$ cat src/rtl/fft_pkg.sv
// ---------------------------------------------------------------------------
// fft_pkg : shared constants, helpers and state encoding for the FFT feeder
// Rev 1.0 : initial release
// ---------------------------------------------------------------------------
`default_nettype none

package fft_pkg;

  localparam int DATA_WIDTH_DEFAULT = 16;

  function automatic int clog2(input int value);
    int result;
    result = 0;
    for (int v = value - 1; v > 0; v = v >> 1) begin
      result++;
    end
    return result;
  endfunction

  // Width of the pair index / sample counter: log2(N/2), never below one bit.
  function automatic int idx_width(input int points);
    int w;
    w = clog2(points / 2);
    return (w < 1) ? 1 : w;
  endfunction

  typedef enum logic [0:0] {
    FILL = 1'b0,
    PAIR = 1'b1
  } feeder_state_e;

endpackage

`default_nettype wire

$ cat src/rtl/fft_dif_pair_feeder_if.sv
// ---------------------------------------------------------------------------
// fft_dif_pair_feeder_if : sample-in / butterfly-pair-out handshake bundle
// Rev 1.0 : initial release
// ---------------------------------------------------------------------------
`default_nettype none

interface fft_dif_pair_feeder_if #(
  parameter int DataWidth = fft_pkg::DATA_WIDTH_DEFAULT,
  parameter int N         = 16
);

  localparam int IdxW = fft_pkg::idx_width(N);

  logic                 in_valid;
  logic                 in_ready;
  logic [DataWidth-1:0] in_re;
  logic [DataWidth-1:0] in_im;
  logic                 pair_valid;
  logic                 pair_ready;
  logic [DataWidth-1:0] X0_Re;
  logic [DataWidth-1:0] X0_Im;
  logic [DataWidth-1:0] X1_Re;
  logic [DataWidth-1:0] X1_Im;
  logic [IdxW-1:0]      pair_idx;
  logic                 pair_last;

  // Feeder side: consumes samples, produces pairs.
  modport master (
    input  in_valid, in_re, in_im, pair_ready,
    output in_ready, pair_valid, X0_Re, X0_Im, X1_Re, X1_Im, pair_idx, pair_last
  );

  // Environment side: sample front-end plus butterfly.
  modport slave (
    output in_valid, in_re, in_im, pair_ready,
    input  in_ready, pair_valid, X0_Re, X0_Im, X1_Re, X1_Im, pair_idx, pair_last
  );

endinterface

`default_nettype wire

$ cat src/rtl/fft_half_frame_buf.sv
// ---------------------------------------------------------------------------
// fft_half_frame_buf : half-frame sample store, sync write, async read
// Rev 1.0 : initial release
// ---------------------------------------------------------------------------
`default_nettype none

module fft_half_frame_buf
  import fft_pkg::*;
#(
  parameter int Depth = 8,
  parameter int Width = 32
) (
  input  logic                                   clk,
  input  logic                                   we,
  input  logic [((Depth > 1) ? clog2(Depth) : 1)-1:0] waddr,
  input  logic [Width-1:0]                       wdata,
  input  logic [((Depth > 1) ? clog2(Depth) : 1)-1:0] raddr,
  output logic [Width-1:0]                       rdata
);

  logic [Width-1:0] mem [Depth];

  always_ff @(posedge clk) begin
    if (we) begin
      mem[waddr] <= wdata;
    end
  end

  assign rdata = mem[raddr];

endmodule

`default_nettype wire

$ cat src/rtl/fft_dif_pair_feeder.sv
// ---------------------------------------------------------------------------
// fft_dif_pair_feeder : buffers half a frame and emits DIF pairs (x[k], x[k+N/2])
// Rev 1.0 : initial release
// ---------------------------------------------------------------------------
`default_nettype none

module fft_dif_pair_feeder
  import fft_pkg::*;
#(
  parameter int DataWidth = DATA_WIDTH_DEFAULT,
  parameter int N         = 16
) (
  input  logic                 clk,
  input  logic                 rst,
  fft_dif_pair_feeder_if.master bus
);

  localparam int Half  = N / 2;
  localparam int IdxW  = idx_width(N);
  localparam int Width = 2 * DataWidth;

  feeder_state_e        state;
  logic [IdxW-1:0]      cnt;
  logic                 cnt_last;
  logic                 accept;
  logic                 in_ready;
  logic [Width-1:0]     rd_data;

  logic                 pair_valid;
  logic [DataWidth-1:0] x0_re;
  logic [DataWidth-1:0] x0_im;
  logic [DataWidth-1:0] x1_re;
  logic [DataWidth-1:0] x1_im;
  logic [IdxW-1:0]      pair_idx;
  logic                 pair_last;

  // FILL never touches the output register, so it can always take a sample.
  assign in_ready = (state == FILL) || !pair_valid || bus.pair_ready;
  assign accept   = bus.in_valid && in_ready;
  assign cnt_last = (cnt == IdxW'(Half - 1));

  fft_half_frame_buf #(
    .Depth (Half),
    .Width (Width)
  ) u_buf (
    .clk   (clk),
    .we    (accept && (state == FILL)),
    .waddr (cnt),
    .wdata ({bus.in_re, bus.in_im}),
    .raddr (cnt),
    .rdata (rd_data)
  );

  always_ff @(posedge clk) begin
    if (rst) begin
      state      <= FILL;
      cnt        <= '0;
      pair_valid <= 1'b0;
      x0_re      <= '0;
      x0_im      <= '0;
      x1_re      <= '0;
      x1_im      <= '0;
      pair_idx   <= '0;
      pair_last  <= 1'b0;
    end else begin
      if (accept) begin
        if (cnt_last) begin
          cnt   <= '0;
          state <= (state == FILL) ? PAIR : FILL;
        end else begin
          cnt <= cnt + 1'b1;
        end
      end

      if (accept && (state == PAIR)) begin
        x0_re      <= rd_data[Width-1:DataWidth];
        x0_im      <= rd_data[DataWidth-1:0];
        x1_re      <= bus.in_re;
        x1_im      <= bus.in_im;
        pair_idx   <= cnt;
        pair_last  <= cnt_last;
        pair_valid <= 1'b1;
      end else if (pair_valid && bus.pair_ready) begin
        pair_valid <= 1'b0;
      end
    end
  end

  assign bus.in_ready   = in_ready;
  assign bus.pair_valid = pair_valid;
  assign bus.X0_Re      = x0_re;
  assign bus.X0_Im      = x0_im;
  assign bus.X1_Re      = x1_re;
  assign bus.X1_Im      = x1_im;
  assign bus.pair_idx   = pair_idx;
  assign bus.pair_last  = pair_last;

endmodule

`default_nettype wire

$ cat src/flat_wrapper.sv
// flat-port wrapper written by rule: the top's interface ports become plain ports
module fft_dif_pair_feeder_flat import fft_pkg::*;
#(
  parameter int DataWidth = DATA_WIDTH_DEFAULT,
  parameter int N         = 16
)
  (clk, rst, bus_in_valid, bus_in_re, bus_in_im, bus_pair_ready, bus_in_ready, bus_pair_valid, bus_X0_Re, bus_X0_Im, bus_X1_Re, bus_X1_Im, bus_pair_idx, bus_pair_last);
  fft_dif_pair_feeder_if #(.DataWidth(DataWidth), .N(N)) bus_i ();
  input  logic clk;
  input  logic rst;
  input wire logic [$bits(bus_i.in_valid)-1:0] bus_in_valid;
  input wire logic [$bits(bus_i.in_re)-1:0] bus_in_re;
  input wire logic [$bits(bus_i.in_im)-1:0] bus_in_im;
  input wire logic [$bits(bus_i.pair_ready)-1:0] bus_pair_ready;
  output wire logic [$bits(bus_i.in_ready)-1:0] bus_in_ready;
  output wire logic [$bits(bus_i.pair_valid)-1:0] bus_pair_valid;
  output wire logic [$bits(bus_i.X0_Re)-1:0] bus_X0_Re;
  output wire logic [$bits(bus_i.X0_Im)-1:0] bus_X0_Im;
  output wire logic [$bits(bus_i.X1_Re)-1:0] bus_X1_Re;
  output wire logic [$bits(bus_i.X1_Im)-1:0] bus_X1_Im;
  output wire logic [$bits(bus_i.pair_idx)-1:0] bus_pair_idx;
  output wire logic [$bits(bus_i.pair_last)-1:0] bus_pair_last;
  assign bus_i.in_valid = bus_in_valid;
  assign bus_i.in_re = bus_in_re;
  assign bus_i.in_im = bus_in_im;
  assign bus_i.pair_ready = bus_pair_ready;
  assign bus_in_ready = bus_i.in_ready;
  assign bus_pair_valid = bus_i.pair_valid;
  assign bus_X0_Re = bus_i.X0_Re;
  assign bus_X0_Im = bus_i.X0_Im;
  assign bus_X1_Re = bus_i.X1_Re;
  assign bus_X1_Im = bus_i.X1_Im;
  assign bus_pair_idx = bus_i.pair_idx;
  assign bus_pair_last = bus_i.pair_last;
  fft_dif_pair_feeder #(.DataWidth(DataWidth), .N(N)) u_core (.clk(clk), .rst(rst), .bus(bus_i));
endmodule
$ cat config.mk
export PLATFORM = sky130hd
export DESIGN_NAME = fft_dif_pair_feeder_flat
export DESIGN_NICKNAME = d
export VERILOG_FILES = /design/src/rtl/fft_pkg.sv /design/src/rtl/fft_dif_pair_feeder_if.sv /design/src/rtl/fft_half_frame_buf.sv /design/src/rtl/fft_dif_pair_feeder.sv /design/src/flat_wrapper.sv
export SDC_FILE = /design/constraint.sdc
export NUM_CORES = 1
export LEC_CHECK = 0
export BUFFER_PORTS_ARGS = -buffer_cell sky130_fd_sc_hd__buf_2
export CORE_AREA = 2 2 171 173
export CTS_CLUSTER_DIAMETER = 100
export CTS_CLUSTER_SIZE = 25
export DETAILED_ROUTE_END_ITERATION = 16
export DIE_AREA = 0 0 173 175
export PLACE_DENSITY = 0.62
export SETUP_SLACK_MARGIN = 0.1
export SLEW_MARGIN = 20
export SYNTH_ARGS = -nofsm -noshare
export SYNTH_HDL_FRONTEND = slang
export SYNTH_SLANG_ARGS = --single-unit
export TNS_END_PERCENT = 10
$ cat constraint.sdc
create_clock -name clk -period 4.05 [get_ports clk]
set_input_delay 0.405 -clock clk [delete_from_list [all_inputs] [get_ports clk]]
set_output_delay 0.405 -clock clk [all_outputs]
set_load 0.01 [all_outputs]
======== After elaboration in Yosys (flattened, before gate mapping) ========
Memories as Yosys holds them, arrays and structs flattened. A register that Yosys moved wholly into a read port is not among the register bits.
Index checks and enable logic that the tools add are counted.
word-level totals
  register bits after elaboration ......... 41
  bits in latches ......................... 0
  memory bits (writable) .................. 256
  bits in read-only memories .............. 0
  bits of input ports ..................... 36
  output and inout port bits .............. 70
  logic and storage cells ................. 26
  memories kept ........................... 1
memories
  name              words  bits a word  rd ports  clocked after Yosys merged registers in  wr ports  RTL line                  text
  u_core.u_buf.mem  8      32           1         1                                        1         fft_half_frame_buf.sv:21  logic [Width-1:0] mem [Depth];
operators by class
  $add $sub $neg .......................... 1
  multipliers ............................. 0
  divide/modulo/power cells ............... 0
  magnitude comparators ................... 0
  equal/unequal tests ..................... 1
  shift operators ......................... 0
  mux-type cells .......................... 6
  bitwise logic cells ..................... 1
  reductions and logical operators ........ 9
operator list
  kind                                         number
  2-to-1 mux 1 bit                             5
  logical AND 1 bit                            4
  adder 3 x 1 -> 3 bit, second input constant  1
  == test 3 bit, second input constant         1
  2-to-1 mux 3 bit                             1
  logical OR 1 bit                             2
  AND reduction 2 bit                          1
  nonzero test 2 bit                           1
  zero test 1 bit                              1
  NOT 1 bit                                    1

======== Longest topological paths before layout ========
Gate-level depths: netlist of run 1.
  depth in word-level cells ............... 7
  gate-level depth with buffers ........... 7
  gate-level depth less buffers ........... 5

======== Cells and area by module ========
From an unflattened synthesis of run 1, not the netlist that was laid out.
unflattened totals
  cell total of the unflattened synthesis .. 720
  area total of the unflattened synthesis .. 12639.6 sq um
modules (own cells, without submodules)
  module               times used  cells each  area an instance (sq um)  sequential area each (sq um)
  fft_half_frame_buf   1           383         9825.7                    7687.4
  fft_dif_pair_feeder  1           337         2813.9                    1461.4

======== Worst setup path after synthesis of run 1 ========
No wires, ideal clock.
  kind .................................... flip-flop to flip-flop
  start point ............................. reg u_core.cnt[0]
  end point ............................... mem u_core.u_buf.mem[1][0] (enable)
  setup time .............................. 502 ps
  arrival ................................. 3846 ps
  data required time ...................... 3548 ps
  path slack .............................. -298 ps
  cell stages (with the launch flop) ...... 6
  buffers on the path ..................... 3
  clock period less this slack ............ 4348 ps
  cell sequence ........................... dfxtp_1 buf_6 buf_6 buf_6 nand2_1 nor4_1
RTL lines
  item                      RTL line                   text
  start: declaration        fft_dif_pair_feeder.sv:23  logic [IdxW-1:0] cnt;
  start signal: assignment  fft_dif_pair_feeder.sv:71  cnt <= cnt + 1'b1;
  end: declaration          fft_half_frame_buf.sv:21
No word-level cell before the write port.

==> results.sh, run 1 <==
export IMPL_synth_area_leaders="edfxtp_1 (61%), dfxtp_1 (12%), mux2_2 (9.5%)"
export IMPL_cts_resized=0
export IMPL_yosysUniqueCellTypes=32
export IMPL_grt_overflow=0
export IMPL_ff_latch_area_sq_um=9150
export IMPL_drive_gt1_share_pct=31.7
export IMPL_clkSlewWorstSetupHoldPaths_ns=0.10
export IMPL_initial_core_util_pct=44.5
export IMPL_core_sq_um=28400
export IMPL_period_needed_ns=2.72
export IMPL_finalNetCount=921
export IMPL_wl_per_cell_microns=23.4
export IMPL_combPwrFrac_pct=5.1
export IMPL_power_internal_mw=4.62
export IMPL_wl_microns=29800
export IMPL_drt_initial_drc_count=591
export IMPL_final_area_sq_um=14100
export IMPL_seq_power_share_pct=63.3
export IMPL_status="completed"
export IMPL_synth_top_family_by_area="multiplexers"
export IMPL_vdd_drop_max_v=0.000193
export IMPL_finalMaxSlewViolations=0
export IMPL_drc_errors=0
export IMPL_synth_top_area_cell="edfxtp_1"
export IMPL_track_usage_pct=19.3
export IMPL_critPathArrivalTime_ns=3.09
export IMPL_swShare_pct=21.3
export IMPL_synth_cells=801
export IMPL_hpwl_microns=16700
export IMPL_clock_latency_ns=0.52
export IMPL_p_leak_nw=4.69
export IMPL_io_pins=106
export IMPL_synth_adder_area_share_pct=0.198
export IMPL_path_cells="buf_4, mux2_2, a222oi_1, a311oi_1"
export IMPL_final_common_cell="edfxtp_1"
export IMPL_final_cell_count_no_fill=1277
export IMPL_io_buffers=105
export IMPL_vias_per_cell=5.73
export IMPL_worst_setup_path_start_kind="register"
export IMPL_path_buf_inv=1
export IMPL_min_to="u_core.u_buf.mem[7][15]$_DFFE_PP_"
export IMPL_setup_slack_ns=1.33
export IMPL_fin_crit_sh_pct=67.2
export IMPL_crit_family="flip-flops"
export IMPL_grt_pass1_wl_microns=44500
export IMPL_cp_data_required_time_ns=4.42
export IMPL_seq_area_frac_synth_pct=72.4
export IMPL_reg2reg_depth=4
export IMPL_synth_fp_nets=839
export IMPL_yosys_area_share_xor_xnor_pct=0
export IMPL_syn_area_per_cell_sq_um=15.8
export IMPL_synthSimpleGateAreaFrac_pct=3.57
export IMPL_synth_compound_area_share_pct=9.24
export IMPL_ff2ff_setup_slack_ns=1.33
export IMPL_cts_sinks=329
export IMPL_antenna_found_initial=1
export IMPL_numCtsBuffers=17
export IMPL_dp_slack_ns=1.29
export IMPL_max_slew_margin_pct=29.2
export IMPL_utilization_pct=49.6
export IMPL_path_class="register to register"
export IMPL_hold_violations=0
export IMPL_grt_max_degree=75
export IMPL_crit_fanout=74
export IMPL_die_h_microns=175
export IMPL_power_density_nw_per_um2=417
export IMPL_cts_tree="yes"
export IMPL_core_rowCount=62
export IMPL_ys_ff_latch=329
export IMPL_fmax_mhz=368
export IMPL_ant_nets=0
export IMPL_worst_slew_pin_slew_ns=1.06
export IMPL_mostFrequentLayoutCells="edfxtp_1 (256), mux2_2 (107), buf_2 (104)"
export IMPL_worstSetupEndpointType="register"
export IMPL_htreeDepth=1
export IMPL_cts_root_buffer_cell="clkbuf_16"
export IMPL_finalSetupViolations=0
export IMPL_max_stage_delay_ns=1.05
export IMPL_clock_path_buffers=3
export IMPL_crit_start="u_core.cnt[0]$_SDFFE_PP0N_"
export IMPL_fin_tns_setup_ns=0
export IMPL_r2r_start="u_core.cnt[0]$_SDFFE_PP0N_"
export IMPL_synth_area_sq_um=12600
export IMPL_fill_cells=2456
export IMPL_cts_setup_buffers=0
export IMPL_grt_setup_unrepaired="no"
export IMPL_grt_pass1_vias=7310
export IMPL_synthMuxAreaShare_pct=11.7
export IMPL_hold_path_class="input pin to register"
export IMPL_cap_violations=0
export IMPL_clock_power_share_pct=31.6
export IMPL_via_count=7316
export IMPL_area_delta_synth_final_pct=11.3
export IMPL_hold_path_startpoint="bus_in_im[15]"
export IMPL_finClkSkew_ns=0.0235
export IMPL_dieArea_sq_um=30300
export IMPL_placed_cell_area_sq_um=13600
export IMPL_yosysWarnings=0
export IMPL_cts_hold_buf=0
export IMPL_gp_congestion=0.753
export IMPL_rr_endpoint="u_core.bus.X0_Re[3]$_SDFFE_PP0P_"
export IMPL_die_w_microns=173
export IMPL_cpMaxStageDelayCell="dfxtp_4"
export IMPL_min_path_cells=1
export IMPL_dp_cells=1248
export IMPL_p_sw_mw=1.25
export IMPL_dr_pass1_iters=6
export IMPL_multi_input_area_sq_um=3200
export IMPL_synth_top_area_share_pct=60.8
-- sequential cells by signal (all words and copies together) (netlist names) --
signal,flops
u_core.state,1
u_core.u_buf.mem,256
u_core.bus.X1_Re,16
u_core.bus.X1_Im,16
u_core.bus.pair_last,1
u_core.cnt,3
u_core.bus.pair_idx,3
u_core.bus.X0_Im,16
u_core.bus.pair_valid,1
u_core.bus.X0_Re,16
-- per-stage QoR --
stage	hold slack, ns	total power [mW]
6_report	0.179	5.87
5_1_grt	0.172	6.05
2_1_floorplan	0.498	3.98
4_1_cts	0.168	5.91
3_5_place_dp	0.464	4.09
3_3_place_gp	0.457	4.09
-- worst max path at each step --
stage | end | slack (ns) | cells past startpoint
after CTS | u_core.bus.X0_Re[3]$_SDFFE_PP0P_ | 1.30 | 4
after detailed placement | u_core.bus.X0_Re[3]$_SDFFE_PP0P_ | 1.29 | 4
after global placement | u_core.u_buf.mem[1][14]$_DFFE_PP_ | 1.37 | 3
after floorplan | u_core.u_buf.mem[0][0]$_DFFE_PP_ | 0.30 | 5
final | u_core.bus.X0_Re[3]$_SDFFE_PP0P_ | 1.33 | 4
after global routing | u_core.bus.X0_Re[3]$_SDFFE_PP0P_ | 1.16 | 4
-- synthesized netlist by cell type --
cell        n
edfxtp_1  256
mux2_2    107
a21oi_1    73
dfxtp_1    73
o21ai_0    39
nand3_1    38
nand2_1    34
a222oi_1   32
a311oi_1   32
clkbuf_1   27
buf_2      26
mux2_1     11
mux2_4     10
buf_6       9
nor2_1      5
nor3_1      4
buf_1       3
inv_1       3
and2_1      2
and2b_1     2
ha_1        2
nand2b_1    2
or3_1       2
and3b_1     1
buf_4       1
clkbuf_2    1
nand3b_1    1
nand4_1     1
nor2b_1     1
nor4_1      1
o31ai_1     1
or4_1       1
-- layout make-up --
type	instances	share of cell area, %
Sequential cell	329	65.1
Multi-Input combinational cell	402	22.7
Timing Repair Buffer	130	5.18
Tap cell	384	3.41
Clock buffer	26	3.26
Clock inverter	2	0.276
Inverter	3	0.0800
Antenna cell	1	0.0178
-- cell families after synthesis --
group / count (synthesis)
AND/OR/NAND/NOR: 95
flip-flops: 329
multiplexers: 128
AO/OA/AOI/OAI: 177
buffers and inverters: 70
adder cells (fa/ha/maj): 2
-- metal layers --
metal	track usage, %	share of wire [%]	vias to the layer above
li1	-	-	3309
met1	25.4	42	3727
met2	34.3	50	246
met3	1.98	5.5	34
met4	4.77	2.0	0
met5	0	0	-
-- power groups by stage --
stage          clock network (mW)  registers, mW  logic [mW]
2_1_floorplan                   0           3.77       0.210
3_3_place_gp                    0           3.79       0.294
3_5_place_dp                    0           3.80       0.299
4_1_cts                      1.90           3.72       0.300
5_1_grt                      2.01           3.72       0.322
6_report                     1.86           3.72       0.297
Power figures use the tool's default switching activity.
==> run 2, diff against run 1 <==
--- a/config.mk
+++ b/config.mk
@@ -5,13 +5,14 @@
 export SDC_FILE = /design/constraint.sdc
 export NUM_CORES = 1
 export LEC_CHECK = 0
+export ABC_AREA = 1
 export BUFFER_PORTS_ARGS = -buffer_cell sky130_fd_sc_hd__buf_2
-export CORE_AREA = 2 2 171 173
+export CORE_AREA = 2 2 174 176
 export CTS_CLUSTER_DIAMETER = 100
 export CTS_CLUSTER_SIZE = 25
 export DETAILED_ROUTE_END_ITERATION = 16
-export DIE_AREA = 0 0 173 175
-export PLACE_DENSITY = 0.62
+export DIE_AREA = 0 0 176 178
+export PLACE_DENSITY = 0.59
 export SETUP_SLACK_MARGIN = 0.1
 export SLEW_MARGIN = 20
 export SYNTH_ARGS = -nofsm -noshare
==> constraint.sdc (replaced) <==
create_clock -name clk -period 2.86 [get_ports clk]
set_input_delay 0.286 -clock clk [delete_from_list [all_inputs] [get_ports clk]]
set_output_delay 0.286 -clock clk [all_outputs]
set_load 0.01 [all_outputs]
==> run 2 against run 1 <==
Against the previous run:
- synthesized cell count up 52%
- highest routed layer unchanged
- critical endpoint is now u_core.u_buf.mem[6][8]$_DFFE_PP_
- critical path type unchanged
- maximum frequency increased by 26%
- register-to-register slack worse by 0.63 ns
==> results.sh, run 2 <==
export IMPL_worst_slew_pin_slew_ns=0.744
export IMPL_track_usage_pct=18.4
export IMPL_cap_violations=0
export IMPL_mostFrequentLayoutCells="nand2_1 (269), edfxtp_1 (256), inv_1 (142)"
export IMPL_wl_microns=28300
export IMPL_power_density_nw_per_um2=581
export IMPL_grt_max_degree=168
export IMPL_worst_setup_path_start_kind="register"
export IMPL_fmax_mhz=464
export IMPL_ff2ff_setup_slack_ns=0.70
export IMPL_gp_congestion=0.765
export IMPL_final_area_sq_um=14600
export IMPL_grt_pass1_wl_microns=44800
export IMPL_die_h_microns=178
export IMPL_clkSlewWorstSetupHoldPaths_ns=0.10
export IMPL_period_needed_ns=2.16
export IMPL_cts_sinks=329
export IMPL_synth_area_leaders="edfxtp_1 (59%), dfxtp_1 (11%), nand2_1 (7.8%)"
export IMPL_grt_overflow=0
export IMPL_yosysUniqueCellTypes=18
export IMPL_cts_root_buffer_cell="clkbuf_16"
export IMPL_fill_cells=2676
export IMPL_synth_top_area_cell="edfxtp_1"
export IMPL_critPathArrivalTime_ns=2.40
export IMPL_max_slew_margin_pct=50.4
export IMPL_cts_tree="yes"
export IMPL_dr_pass1_iters=5
export IMPL_grt_setup_unrepaired="no"
export IMPL_synth_top_area_share_pct=58.9
export IMPL_ant_nets=0
export IMPL_hpwl_microns=16600
export IMPL_core_rowCount=63
export IMPL_yosysMostFrequentCell="nand2_1"
export IMPL_synth_fp_nets=1258
export IMPL_placed_cell_area_sq_um=14100
export IMPL_synth_cells=1220
export IMPL_seq_area_frac_synth_pct=70.1
export IMPL_largest_register="u_core.u_buf.mem"
export IMPL_dieArea_sq_um=31300
export IMPL_multi_input_area_sq_um=3170
export IMPL_drt_initial_drc_count=686
export IMPL_seq_power_share_pct=62.0
export IMPL_p_sw_mw=1.94
export IMPL_htreeDepth=1
export IMPL_area_delta_synth_final_pct=12.1
export IMPL_yosysWarnings=0
export IMPL_vdd_drop_max_v=0.000363
export IMPL_dp_cells=1679
export IMPL_syn_area_per_cell_sq_um=10.7
export IMPL_drive_gt1_share_pct=17.4
export IMPL_finalSetupViolations=0
export IMPL_status="completed"
export IMPL_cts_resized=0
export IMPL_drc_errors=0
export IMPL_worstSetupEndpointType="register"
export IMPL_setup_slack_ns=0.704
export IMPL_largest_reg_flops=256
export IMPL_holdWs_ns=0.0477
export IMPL_fin_tns_setup_ns=0
export IMPL_dp_slack_ns=0.680
export IMPL_path_class="register to register"
export IMPL_wl_per_cell_microns=16.6
export IMPL_io_pins=106
export IMPL_synth_area_sq_um=13100
export IMPL_p_total_mw=8.51
export IMPL_clock_power_share_pct=31.1
export IMPL_power_internal_mw=6.57
export IMPL_synth_edf_count=256
export IMPL_crit_fanout=15
export IMPL_initial_core_util_pct=44.4
export IMPL_ys_top_cells_by_count="nand2_1 (270), edfxtp_1 (256), inv_1 (143)"
export IMPL_num_antenna_cells=0
export IMPL_clock_latency_ns=0.52
export IMPL_ys_ff_latch=329
export IMPL_vias_per_cell=4.90
export IMPL_final_common_cell="nand2_1"
export IMPL_async_reset_ff_share_pct=0
export IMPL_finClkSkew_ns=0.0269
export IMPL_die_w_microns=176
export IMPL_reg2reg_depth=6
export IMPL_via_count=8367
export IMPL_clock_path_buffers=3
export IMPL_fin_crit_sh_pct=75.4
export IMPL_cts_hold_buf=0
export IMPL_antenna_found_initial=0
export IMPL_core_sq_um=29400
export IMPL_numCtsBuffers=17
export IMPL_combPwrFrac_pct=6.9
export IMPL_hold_path_class="input pin to register"
export IMPL_finalMaxSlewViolations=0
export IMPL_grt_pass1_vias=7930
export IMPL_p_leak_nw=5.69
export IMPL_final_cell_count_no_fill=1709
export IMPL_synth_flop_cell="edfxtp_1"
export IMPL_hold_violations=0
export IMPL_finalNetCount=1346
export IMPL_ff_latch_area_sq_um=9150
export IMPL_cp_data_required_time_ns=3.10
export IMPL_min_path_cells=3
export IMPL_io_buffers=105
export IMPL_swShare_pct=22.8
export IMPL_cts_setup_buffers=0
export IMPL_utilization_pct=49.8
==> run 2: worst max-delay path: stages, from the launching register on <==
cell	delay, ns
dfxtp_1	0.37
nand2_1	0.07
o21ai_1	0.15
nor2_1	0.22
nand2_1	0.27
nor2_4	0.53
buf_4	0.26
==> run 2: cells by family (layout without fill, tap and decap cells) <==
group	after synthesis	after routing	synth area share, %
flip-flops	329	329	70.1
AO/OA/AOI/OAI	111	111	4.85
adder cells (fa/ha/maj)	2	2	0.192
buffers and inverters	207	306	6.31
AND/OR/NAND/NOR	571	571	18.6
==> run 2: worst paths after layout <==
path | start | endpoint
setup / recovery | u_core.state$_SDFFE_PP0P_ | u_core.u_buf.mem[6][8]$_DFFE_PP_
hold / removal | bus_in_valid | u_core.state$_SDFFE_PP0P_
setup reg to reg | u_core.state$_SDFFE_PP0P_ | u_core.u_buf.mem[6][8]$_DFFE_PP_
hold reg to reg | u_core.bus.X1_Re[12]$_SDFFE_PP0P_ | u_core.bus.X1_Re[12]$_SDFFE_PP0P_
==> run 2: power groups by stage <==
| stage | Clock [mW] | Sequential (mW) | Combinational [mW] |
|---|---|---|---|
| after floorplan | 0 | 5.38 | 0.358 |
| after global placement | 0 | 5.38 | 0.593 |
| after detailed placement | 0 | 5.39 | 0.603 |
| after CTS | 2.72 | 5.28 | 0.603 |
| after global routing | 2.87 | 5.29 | 0.664 |
| final | 2.64 | 5.28 | 0.590 |
==> run 2: layout make-up <==
type | instances | share of cell area (%)
repair buffers | 131 | 5.35
flip-flops and latches | 329 | 62.5
multi-input cells | 684 | 21.7
clock buffers | 27 | 3.16
inverters | 145 | 3.73
clock inverters | 3 | 0.231
well taps | 390 | 3.33
==> run 2: layer usage <==
metal  global-route usage (%)  wire (microns)  up-vias  share of wire (%)
li1                         -               -     4165                  -
met1                     26.2           13500     4004                 48
met2                     30.7           13300      169                 47
met3                     2.09            1050       29                3.7
met4                     3.75             463        0                1.6
met5                        0               0        -                  0
==> run 3, diff against run 2 <==
==> constraint.sdc (replaced) <==
create_clock -name clk -period 2.1 [get_ports clk]
set_input_delay 0.21 -clock clk [delete_from_list [all_inputs] [get_ports clk]]
set_output_delay 0.21 -clock clk [all_outputs]
set_load 0.01 [all_outputs]
==> run 3 against run 2 <==
Against the previous run:
- the flow now finishes with violations (negative hold slack)
- die area unchanged
- combinational power is 49% higher
- design area is 1.7% higher
- maximum frequency rose by 12%
- sequential share of layout area down 1.0 points
- utilization up 0.83 points
- routed wire length grew 1.9%
- critical path type unchanged
==> results.sh, run 3 (synthesis results as in run 2) <==
export IMPL_status="finished with violations"
export IMPL_violations="negative hold slack"
export IMPL_die_h_microns=178
export IMPL_mostFrequentLayoutCells="nand2_1 (268), edfxtp_1 (256), inv_1 (142)"
export IMPL_vias_per_cell=4.86
export IMPL_path_cells="nand2_1, o21ai_1, nor2_2, nand2_2, nor2_4"
export IMPL_drc_errors=0
export IMPL_core_rowCount=63
export IMPL_antenna_found_initial=0
export IMPL_crit_fanout=32
export IMPL_utilization_pct=50.6
export IMPL_final_area_sq_um=14900
export IMPL_final_common_cell="nand2_1"
export IMPL_cts_sinks=329
export IMPL_area_delta_synth_final_pct=14.0
export IMPL_core_sq_um=29400
export IMPL_fin_crit_sh_pct=91.7
export IMPL_io_buffers=105
export IMPL_multi_input_area_sq_um=3170
export IMPL_cts_root_buffer_cell="clkbuf_16"
export IMPL_wl_per_cell_microns=16.7
export IMPL_ff_latch_area_sq_um=9150
export IMPL_fill_cells=2601
export IMPL_dp_cells=1690
export IMPL_dr_pass1_iters=5
export IMPL_worst_slew_pin_slew_ns=1.03
export IMPL_clkSlewWorstSetupHoldPaths_ns=0.10
export IMPL_cpMaxStageDelayCell="nor2_4"
export IMPL_crit_family="simple AND/OR/NAND/NOR gates"
export IMPL_ant_nets=0
export IMPL_finalNetCount=1365
export IMPL_drt_initial_drc_count=686
export IMPL_largest_reg_flops=256
export IMPL_hpwl_microns=17500
export IMPL_largest_register="u_core.u_buf.mem"
export IMPL_fmax_mhz=519
export IMPL_dieArea_sq_um=31300
export IMPL_gp_congestion=0.751
export IMPL_drive_gt1_share_pct=18.2
export IMPL_worstSetupEndpointType="register"
export IMPL_cts_tree="yes"
export IMPL_cap_violations=0
export IMPL_vdd_drop_max_v=0.000514
export IMPL_grt_max_degree=101
export IMPL_via_count=8405
export IMPL_worst_setup_path_start_kind="register"
export IMPL_path_buf_inv=0
export IMPL_holdWs_ns=-0.000300
export IMPL_hold_violations=1
export IMPL_htreeDepth=1
export IMPL_grt_overflow=0
export IMPL_initial_core_util_pct=44.4
export IMPL_clock_latency_ns=0.52
export IMPL_fin_tns_setup_ns=0
export IMPL_grt_pass1_vias=7841
export IMPL_finalSetupViolations=0
export IMPL_numCtsBuffers=17
export IMPL_finClkSkew_ns=0.0221
export IMPL_cp_data_required_time_ns=2.24
export IMPL_max_stage_delay_ns=0.79
export IMPL_die_w_microns=176
export IMPL_path_class="register to register"
export IMPL_wl_microns=28800
export IMPL_critPathArrivalTime_ns=2.07
export IMPL_cts_setup_buffers=0
export IMPL_power_density_nw_per_um2=784
export IMPL_grt_pass1_wl_microns=44900
export IMPL_final_cell_count_no_fill=1729
export IMPL_hold_path_class="input pin to register"
export IMPL_p_total_mw=11.7
export IMPL_finalMaxSlewViolations=0
export IMPL_p_leak_nw=5.79
export IMPL_clock_path_buffers=3
export IMPL_placed_cell_area_sq_um=14300
export IMPL_io_pins=106
export IMPL_track_usage_pct=18.6
export IMPL_period_needed_ns=1.93
export IMPL_grt_setup_unrepaired="yes"
export IMPL_max_slew_margin_pct=30.9
## run 3: cell count changes in the layout (fill, tap and decap cells not counted), sizes merged
cell	change
diode	+1
dlygate4sd3	+8
clkbuf	+1
buf	+11
clkinv	-1
## run 3: layout make-up
type | count | share of cell area [%]
sequential | 329 | 61.5
multi-input combinational | 684 | 21.3
timing repair buffer | 150 | 6.86
inverter | 145 | 3.67
tap | 390 | 3.28
clock buffer | 28 | 3.14
clock inverter | 2 | 0.193
antenna | 1 | 0.0168
## run 3: final timing paths
kind                                                       start                           endpoint  slack, ns  depth (start not counted)
worst max-delay path                   u_core.state$_SDFFE_PP0P_  u_core.u_buf.mem[7][25]$_DFFE_PP_       0.17                          5
worst min-delay path                               bus_in_re[11]  u_core.u_buf.mem[4][27]$_DFFE_PP_    -0.0003                          1
worst max register to register         u_core.state$_SDFFE_PP0P_  u_core.u_buf.mem[7][25]$_DFFE_PP_       0.17                          5
worst min register to register  u_core.bus.X1_Re[9]$_SDFFE_PP0P_   u_core.bus.X1_Re[9]$_SDFFE_PP0P_       0.47                          2
## run 3: worst register-to-register path, delay by kind of cell (launching register included)
kind	cells	cell delay, ns
AOI/OAI and AO/OA	1	0.07
DFF	1	0.36
and+or+nand+nor	4	1.12
## run 3: power breakdown
group	internal, mW	switching [mW]
Sequential	7.14	0.0312
Combinational	0.285	0.596
Clock	1.58	2.04
## run 3: what timing repair did
| action | CTS | global route |
|---|---|---|
| gates resized for setup | 0 | 3 |
| hold endpoints to repair | 54 | 0 |
| hold buffers | 8 | 0 |
| endpoints found under the setup margin | 32 | 32 |
## run 3: per-stage QoR
| stage | setup slack, ns | hold slack (ns) |
|---|---|---|
| final | 0.173 | -0.000300 |
| after global routing | 0.0258 | 0.0177 |
| after detailed placement | 0.0641 | 0.452 |
| after floorplan | -0.201 | 0.309 |
| after CTS | 0.0495 | 0.00165 |
| after global placement | 0.0608 | 0.448 |
## run 3: metal layers
layer | track usage, % | share of wire, %
met5 | 0 | 0
met3 | 1.98 | 4.1
met2 | 30.5 | 46
met1 | 27.3 | 49
met4 | 3.20 | 1.2
